`config.mk`:
```
export PLATFORM = sky130hd
export DESIGN_NAME = i2s_rcvr_ctrl
export DESIGN_NICKNAME = d
export VERILOG_FILES = /design/src/rtl/i2s_rcvr_ctrl.sv
export SDC_FILE = /design/constraint.sdc
export NUM_CORES = 1
export LEC_CHECK = 0
export CAP_MARGIN = 20
export CORE_UTILIZATION = 41
export CTS_CLUSTER_SIZE = 30
export DETAILED_ROUTE_END_ITERATION = 8
export GPL_TIMING_DRIVEN = 0
export PLACE_DENSITY_LB_ADDON = 0.05
export SETUP_SLACK_MARGIN = 0.02
export SYNTH_ARGS = -nofsm -noshare
export SYNTH_HDL_FRONTEND = slang
export SYNTH_SLANG_ARGS = --single-unit
```
`constraint.sdc`:
```
create_clock -name clk -period 1.6 [get_ports clk]
set_input_delay 0.32 -clock clk [delete_from_list [all_inputs] [get_ports clk]]
set_output_delay 0.32 -clock clk [all_outputs]
set_load 0.01 [all_outputs]
```
`src/rtl/i2s_rcvr_ctrl.sv`:
```
// I2S receiver sequencer: oversamples SCK/WS/SD, drives an external shift register and captures L/R words.
// Optional SCK-loss timeout enabled by defining I2S_RCVR_CTRL_TIMEOUT_EN.
module i2s_rcvr_ctrl #(
   parameter int SR_WIDTH       = 32,
   parameter int SAMPLE_BITS    = 24,
   parameter int TIMEOUT_CYCLES = 1024
) (
   input  logic                   clk,
   input  logic                   n_rst,
   input  logic                   enable,
   input  logic                   i2s_sck,
   input  logic                   i2s_ws,
   input  logic                   i2s_sd,
   output logic                   shift,
   output logic                   sr_data_in,
   input  logic [SR_WIDTH-1:0]    sr_data,
   output logic [SAMPLE_BITS-1:0] left_sample,
   output logic [SAMPLE_BITS-1:0] right_sample,
   output logic                   sample_valid,
   output logic                   sample_ch,
   output logic                   frame_err
);

   localparam int CW = $clog2(SAMPLE_BITS + 1);
   localparam logic [CW-1:0] CNT_FULL = CW'(SAMPLE_BITS);
   localparam logic [CW-1:0] CNT_LAST = CW'(SAMPLE_BITS - 1);

   typedef enum logic [1:0] {IDLE, SHIFT, CAPTURE, LOAD} state_t;

   state_t                 state_reg, state_next;
   logic [CW-1:0]          bit_cnt_reg, bit_cnt_next;
   logic                   sck_meta_reg, sck_s_reg, sck_d_reg;
   logic                   ws_meta_reg, ws_s_reg, ws_cur_reg;
   logic                   sd_meta_reg, sd_s_reg;
   logic                   shift_reg, shift_next;
   logic                   sd_out_reg, sd_out_next;
   logic                   cap_ch_reg, cap_ch_next;
   logic                   ch_reg, ch_next;
   logic                   valid_reg, valid_next;
   logic                   err_reg, err_next;
   logic [SAMPLE_BITS-1:0] left_reg, left_next;
   logic [SAMPLE_BITS-1:0] right_reg, right_next;
   logic                   sck_rise, ws_edge, to_hit, in_word;
   logic                   sr_unused;

   // Upper shift-register bits belong to wider slots and are never captured.
   assign sr_unused = ^sr_data;

   assign sck_rise = sck_s_reg & ~sck_d_reg;
   assign ws_edge  = sck_rise & (ws_s_reg != ws_cur_reg);
   assign in_word  = bit_cnt_reg < CNT_FULL;

`ifdef I2S_RCVR_CTRL_TIMEOUT_EN
   logic [15:0] to_cnt_reg;

   always_ff @(posedge clk or negedge n_rst) begin
      if (!n_rst) begin
         to_cnt_reg <= '0;
      end else if (state_reg == IDLE || sck_rise) begin
         to_cnt_reg <= '0;
      end else if (to_cnt_reg != 16'hFFFF) begin
         to_cnt_reg <= to_cnt_reg + 16'd1;
      end
   end

   assign to_hit = (state_reg != IDLE) && !sck_rise && (to_cnt_reg == 16'(TIMEOUT_CYCLES - 1));
`else
   assign to_hit = 1'b0;
`endif

   always_ff @(posedge clk or negedge n_rst) begin
      if (!n_rst) begin
         state_reg    <= IDLE;
         bit_cnt_reg  <= '0;
         sck_meta_reg <= 1'b0;
         sck_s_reg    <= 1'b0;
         sck_d_reg    <= 1'b0;
         ws_meta_reg  <= 1'b0;
         ws_s_reg     <= 1'b0;
         ws_cur_reg   <= 1'b0;
         sd_meta_reg  <= 1'b0;
         sd_s_reg     <= 1'b0;
         shift_reg    <= 1'b0;
         sd_out_reg   <= 1'b0;
         cap_ch_reg   <= 1'b0;
         ch_reg       <= 1'b0;
         valid_reg    <= 1'b0;
         err_reg      <= 1'b0;
         left_reg     <= '0;
         right_reg    <= '0;
      end else begin
         state_reg    <= state_next;
         bit_cnt_reg  <= bit_cnt_next;
         sck_meta_reg <= i2s_sck;
         sck_s_reg    <= sck_meta_reg;
         sck_d_reg    <= sck_s_reg;
         ws_meta_reg  <= i2s_ws;
         ws_s_reg     <= ws_meta_reg;
         sd_meta_reg  <= i2s_sd;
         sd_s_reg     <= sd_meta_reg;
         if (sck_rise) begin
            ws_cur_reg <= ws_s_reg;
         end
         shift_reg    <= shift_next;
         sd_out_reg   <= sd_out_next;
         cap_ch_reg   <= cap_ch_next;
         ch_reg       <= ch_next;
         valid_reg    <= valid_next;
         err_reg      <= err_next;
         left_reg     <= left_next;
         right_reg    <= right_next;
      end
   end

   always_comb begin
      state_next   = state_reg;
      bit_cnt_next = bit_cnt_reg;
      shift_next   = 1'b0;
      sd_out_next  = 1'b0;
      cap_ch_next  = cap_ch_reg;
      ch_next      = ch_reg;
      valid_next   = 1'b0;
      err_next     = 1'b0;
      left_next    = left_reg;
      right_next   = right_reg;

      if (!enable) begin
         state_next   = IDLE;
         bit_cnt_next = '0;
      end else if (to_hit) begin
         state_next   = IDLE;
         bit_cnt_next = '0;
         err_next     = 1'b1;
      end else begin
         case (state_reg)
            IDLE: begin
               // Only a right->left transition marks a frame start; its bit is the previous LSB.
               if (ws_edge && ws_cur_reg && !ws_s_reg) begin
                  state_next   = SHIFT;
                  bit_cnt_next = '0;
               end
            end
            SHIFT: begin
               if (sck_rise) begin
                  if (in_word) begin
                     shift_next  = 1'b1;
                     sd_out_next = sd_s_reg;
                  end
                  if (ws_edge) begin
                     bit_cnt_next = '0;
                     cap_ch_next  = ws_cur_reg;
                     if (bit_cnt_reg >= CNT_LAST) begin
                        state_next = CAPTURE;
                     end else begin
                        err_next = 1'b1;
                     end
                  end else if (in_word) begin
                     bit_cnt_next = bit_cnt_reg + CW'(1);
                  end
               end
            end
            CAPTURE: begin
               // The final shift lands this cycle; sr_data is valid next cycle.
               state_next = LOAD;
            end
            LOAD: begin
               if (cap_ch_reg) begin
                  right_next = sr_data[SAMPLE_BITS-1:0];
               end else begin
                  left_next = sr_data[SAMPLE_BITS-1:0];
               end
               ch_next    = cap_ch_reg;
               valid_next = 1'b1;
               state_next = SHIFT;
            end
            default: state_next = IDLE;
         endcase
      end
   end

   assign shift        = shift_reg;
   assign sr_data_in   = sd_out_reg;
   assign left_sample  = left_reg;
   assign right_sample = right_reg;
   assign sample_valid = valid_reg;
   assign sample_ch    = ch_reg;
   assign frame_err    = err_reg;

endmodule
```
After elaboration in Yosys (flattened, before gate mapping)
Index checks and enable logic that the tools add are counted.
{"block": "word_totals", "wordCells": 72, "in_bits": 38, "output_inout_bits": 53, "reg_bits": 69}
{"block": "classes", "magnitude_cmp": 2, "eq_ne": 10, "add_sub_neg": 1, "bitwise_logic": 4, "n_mux": 27, "n_reduce_logical": 10}
{"cell": "$mux 5", "n": 5}
{"cell": "$mux 1", "n": 15}
{"cell": "$ne 3x3->1 const B", "n": 4}
{"cell": "$reduce_and 4->1", "n": 3}
{"cell": "$mux 2", "n": 5}
{"cell": "$pmux 5 s2", "n": 1}
{"cell": "$pmux 2 s4", "n": 1}
{"cell": "$reduce_and 3->1", "n": 2}
{"cell": "$add 5x1->5 const B", "n": 1}
{"cell": "$ge 5x5->1 const B", "n": 1}
{"cell": "$lt 5x5->1 const B", "n": 1}
{"cell": "$eq 2x2->1 const B", "n": 2}
{"cell": "$ne 4x4->1 const B", "n": 1}
{"cell": "$ne 3x1->1 const B", "n": 1}
{"cell": "$and 1x1->1", "n": 2}
{"cell": "$eq 2x1->1 const B", "n": 1}
{"cell": "$logic_and 1x1->1", "n": 2}
{"cell": "$logic_not 2->1", "n": 1}
{"cell": "$not 1->1", "n": 2}
{"cell": "$reduce_and 2->1", "n": 1}
{"cell": "$logic_not 1->1", "n": 1}
{"cell": "$ne 1x1->1", "n": 1}

Logic depth before layout (Yosys ltp)
{"block": "depth", "word_depth": 8, "depth_mapped": 6, "ltp_nobuf": 6}

Worst setup path after synthesis
OpenSTA, ideal clock, no wires.
{"block": "synth_path", "kind": "register to register", "startpoint": "register state_reg[0]", "endpoint": "register left_reg[10], in the netlist left_sample[10]", "path_stages_with_launch": 7, "n_path_buf": 2, "arrival_time_ns": 1.486, "path_slack_ns": -0.014, "required_time_ns": 1.472, "setup_ns": 0.128, "period_less_slack_ns": 1.614, "cell_sequence": "dfrtp_1 ha_1 and2_1 nand2b_1 buf_2 buf_4 mux2_1"}
{"block": "synth_between", "elab_chain_len": 2}
{"item": "start, declared", "line_no": "30", "source": "state_t state_reg, state_next;"}
{"item": "start signal, assigned", "line_no": "92", "source": "state_reg <= state_next;"}
{"item": "$eq 2x2->1", "line_no": "135", "source": "case (state_reg)"}
{"item": "$reduce_and 3->1 (no source line)"}
{"item": "end signal, assigned", "line_no": "110", "source": "left_reg <= left_next;"}
{"item": "end, declared", "line_no": "41", "source": "logic [SAMPLE_BITS-1:0] left_reg, left_next;"}
No other way between the ends.
A chain may end at the register's enable or synchronous reset.

Worst setup path in the final report
{"block": "layout_path", "startpoint": "register state_reg[0]", "endpoint": "register bit_cnt_reg[0]"}
{"block": "layout_between", "elab_chain_len": 3, "elab_cells_between_ends": 9, "classes_between": "5 x eq/ne; 2 x mux; 2 x reduce/logical"}
{"item": "$eq 2x1->1 or $logic_not 2->1 (tied branches)", "line_no": "135"}
{"item": "$ne 4x4->1 (no source line) (tied with other cells)"}
{"item": "$reduce_and 4->1 (no source line) or $mux 5 (tied branches)"}
{"item": "end signal, assigned", "line_no": "93", "source": "bit_cnt_reg <= bit_cnt_next;"}
{"item": "end, declared", "line_no": "31", "source": "logic [CW-1:0] bit_cnt_reg, bit_cnt_next;"}
Several ways; a longest one is shown, not always the timed one.

==> impl_metrics.env <==
export IMPL_clock_sinks=69
export IMPL_rrSetupSlack_ns=-0.04
export IMPL_worstPathRequired_ns=1.82
export IMPL_grt_antenna_before_repair=0
export IMPL_coreArea_um2=6460
export IMPL_cts_tree="done"
export IMPL_syn_num_nets=233
export IMPL_ctsHtreeMaxLevel=3
export IMPL_grtUsageMet2=0.288
export IMPL_track_usage=0.181
export IMPL_regArea_um2=1730
export IMPL_start_util=0.433
export IMPL_peakVddDrop_v=0.000683
export IMPL_pin_count=91
export IMPL_drt_iter0_markers=60
export IMPL_p_int_uw=3250
export IMPL_antenna_left=0
export IMPL_critPathLaunchType="register"
export IMPL_postSynthCellCount=190
export IMPL_cpPeakStageDelay_ns=0.40
export IMPL_drcViolationCount=9
export IMPL_cts_root_buf="clkbuf_8"
export IMPL_dieArea_um2=7150
export IMPL_power_uw=4370
export IMPL_critPathKind="reg2reg"
export IMPL_post_drt_wl_per_cell_um=15.7
export IMPL_max_freq_ghz=0.609
export IMPL_rr_startpoint="state_reg[0]"
export IMPL_grt_max_degree=70
export IMPL_clock_power_share=0.317
export IMPL_seq_area_frac_synth=0.618
export IMPL_drt_vias_per_instance=4.98
export IMPL_multiInputGateArea_um2=1160
export IMPL_ys_seq_elements=69
export IMPL_cts_buffers=9
export IMPL_power_leakage_uw=0.00283
export IMPL_seqPwrFrac=0.469
export IMPL_critPathLaunch="state_reg[0]"
export IMPL_synthArstFlopShare=1.00
export IMPL_violations="DRC, setup timing"
export IMPL_diodes=0
export IMPL_status="finished, violations left"
export IMPL_relSlewSlack=0.432
export IMPL_die_y_um=84.6
export IMPL_nets=339
export IMPL_grt_overflow=0
export IMPL_grt_busiest_layer="met2"
export IMPL_synth_edf_count=0
export IMPL_critPathMaxFanout=5
export IMPL_fillerInstances=468
export IMPL_setup_violations=4
export IMPL_die_w_um=84.6
export IMPL_finalSetupTns_ns=-0.124
export IMPL_hold_class="in2async"
export IMPL_crit_chain="buf_6 > inv_4 > ha_4 > and3b_2 > o21ai_4 > a21boi_2 > mux2_4"
export IMPL_syn_avg_cell_area_um2=14.7
export IMPL_finish_utilization=0.676
export IMPL_cp_endpoint="bit_cnt_reg[0]"
export IMPL_synth_top_cell_by_area="dfrtp_1"
export IMPL_layout_drive_gt1_share=0.256
export IMPL_portBuffers=82
export IMPL_pwr_share_comb=0.214
export IMPL_yosys_top_cells_count="dfrtp_1 (69), mux2_1 (48), nand2_1 (8), ha_1 (5), inv_1 (5)"
export IMPL_worstSetupEndpointType="register"
export IMPL_critPathSlowestCell="dfrtp_1"
export IMPL_wirelength_um=5940
export IMPL_layout_min_cycle_time_ns=1.64
export IMPL_powerDensity_nw_per_um2=1000
export IMPL_p_sw_uw=1120
export IMPL_arrival_ns=1.86
export IMPL_synth_distinct_cells=40
export IMPL_use_met3=0.0580
export IMPL_path_clk_slew_ns=0.07
export IMPL_synth_area_leaders="dfrtp_1 (62%), mux2_1 (19%), ha_1 (2.2%)"
export IMPL_syn_to_final_growth_pct=56.2
export IMPL_first_pass_iters=6
export IMPL_grt_pass1_wl_um=9830
export IMPL_hold_ws_ns=0.0822
export IMPL_vias=1881
export IMPL_netlist_area_um2=2800
export IMPL_tightestPinTransition_ns=0.852
export IMPL_fin_ws_ns=-0.0425
export IMPL_dp_hpwl_um=3770
export IMPL_grt_pass1_vias=1968
export IMPL_clk_latency_ns=0.33
export IMPL_postSynth_topFlopCell="dfrtp_1"
export IMPL_yosysWarnings=0
export IMPL_hold_viol=0
export IMPL_gp_congestion=0.766
export IMPL_r2r_end="bit_cnt_reg[0]"
export IMPL_yosysMostFrequentCell="dfrtp_1"
export IMPL_rows=29
export IMPL_reg2regPathDepth=7
export IMPL_drv_cap=0
export IMPL_rsz0062_at_grt="yes"
export IMPL_drv_slew=0
export IMPL_netSwitchingFraction=0.255
export IMPL_grt_use_met1=0.239
export IMPL_clockBufferDepth=2
export IMPL_synth_top_area_share=0.618
export IMPL_clock_skew_ns=0.00362
export IMPL_fin_crit_sh=1.03
==> critical path, delay by kind of cell (launching register included) <==
kind	cells	cell delay, ns
flops	1	0.40
fa+ha+maj	1	0.16
compound gates	2	0.32
mux	1	0.28
buf+inv	2	0.15
simple gates	1	0.21
==> cell families after synthesis <==
kind of cell	after synthesis	synth area share
AND/OR/NAND/NOR	30	0.0649
AO/OA/AOI/OAI	22	0.0591
buffers and inverters	12	0.0242
flip-flops	69	0.618
XOR/XNOR	1	0.00582
multiplexers	51	0.206
adder cells (fa/ha/maj)	5	0.0224
==> routing by layer <==
| layer | share of wire | wire length, um |
|---|---|---|
| met1 | 0.45 | 2680 |
| met5 | 0 | 0 |
| met2 | 0.48 | 2880 |
| met3 | 0.054 | 318 |
| met4 | 0.011 | 66 |
==> layout make-up <==
| class | instances | share of cell area |
|---|---|---|
| timing repair buffer | 97 | 0.251 |
| tap | 77 | 0.0221 |
| multi-input combinational | 109 | 0.266 |
| inverter | 5 | 0.00487 |
| clock buffer | 12 | 0.0332 |
| buffer | 5 | 0.0161 |
| clock inverter | 4 | 0.0109 |
| sequential | 69 | 0.396 |
==> how the worst min path moves through the flow <==
| stage | from | end | slack, ns | cells after the start |
|---|---|---|---|---|
| after floorplan | n_rst | bit_cnt_reg[0] | 0.02 | 0 |
| after global placement | sck_meta_reg | sck_s_reg | 0.34 | 0 |
| after detailed placement | ws_meta_reg | ws_s_reg | 0.33 | 0 |
| after CTS | n_rst | left_sample[23] | 0.13 | 1 |
| after global routing | n_rst | right_sample[23] | 0.16 | 1 |
| final | n_rst | left_sample[23] | 0.08 | 1 |
==> power groups by stage <==
stage	logic, uW	clock network (uW)	registers [uW]
after CTS	937	1420	2050
final	936	1380	2050
after floorplan	247	0	2160
after detailed placement	842	0	2090
after global placement	831	0	2080
after global routing	1010	1510	2080
==> cell usage in the layout, fill, tap and decap left out, drive strengths merged, types with 3 or more instances in the layout <==
cell type / count
a21oi: 4
and2: 3
buf: 20
clkbuf: 13
clkdlybuf4s50: 37
dfrtp: 69
dlymetal6s2s: 43
ha: 5
inv: 5
mux2: 49
nand2: 9
nand2b: 3
nor2: 3
o21ai: 7
==> repair_timing <==
action	in CTS	in global routing
cloned	1	0
hold buffers	0	0
pin swaps	10	7
buffers inserted	12	2
setup endpoints to repair	46	91
resized for setup	40	63
==> through the flow <==
stage                     instance area (um2)  setup WS, ns  instances
final                                    4370       -0.0425        378
after CTS                                4180       -0.0298        378
after detailed placement                 3720        -0.367        349
after floorplan                          2800        0.0208        190
after global routing                     4370        -0.105        378
after global placement                   3720         -2.13        349
No activity file was read; power rests on OpenSTA's default activity.
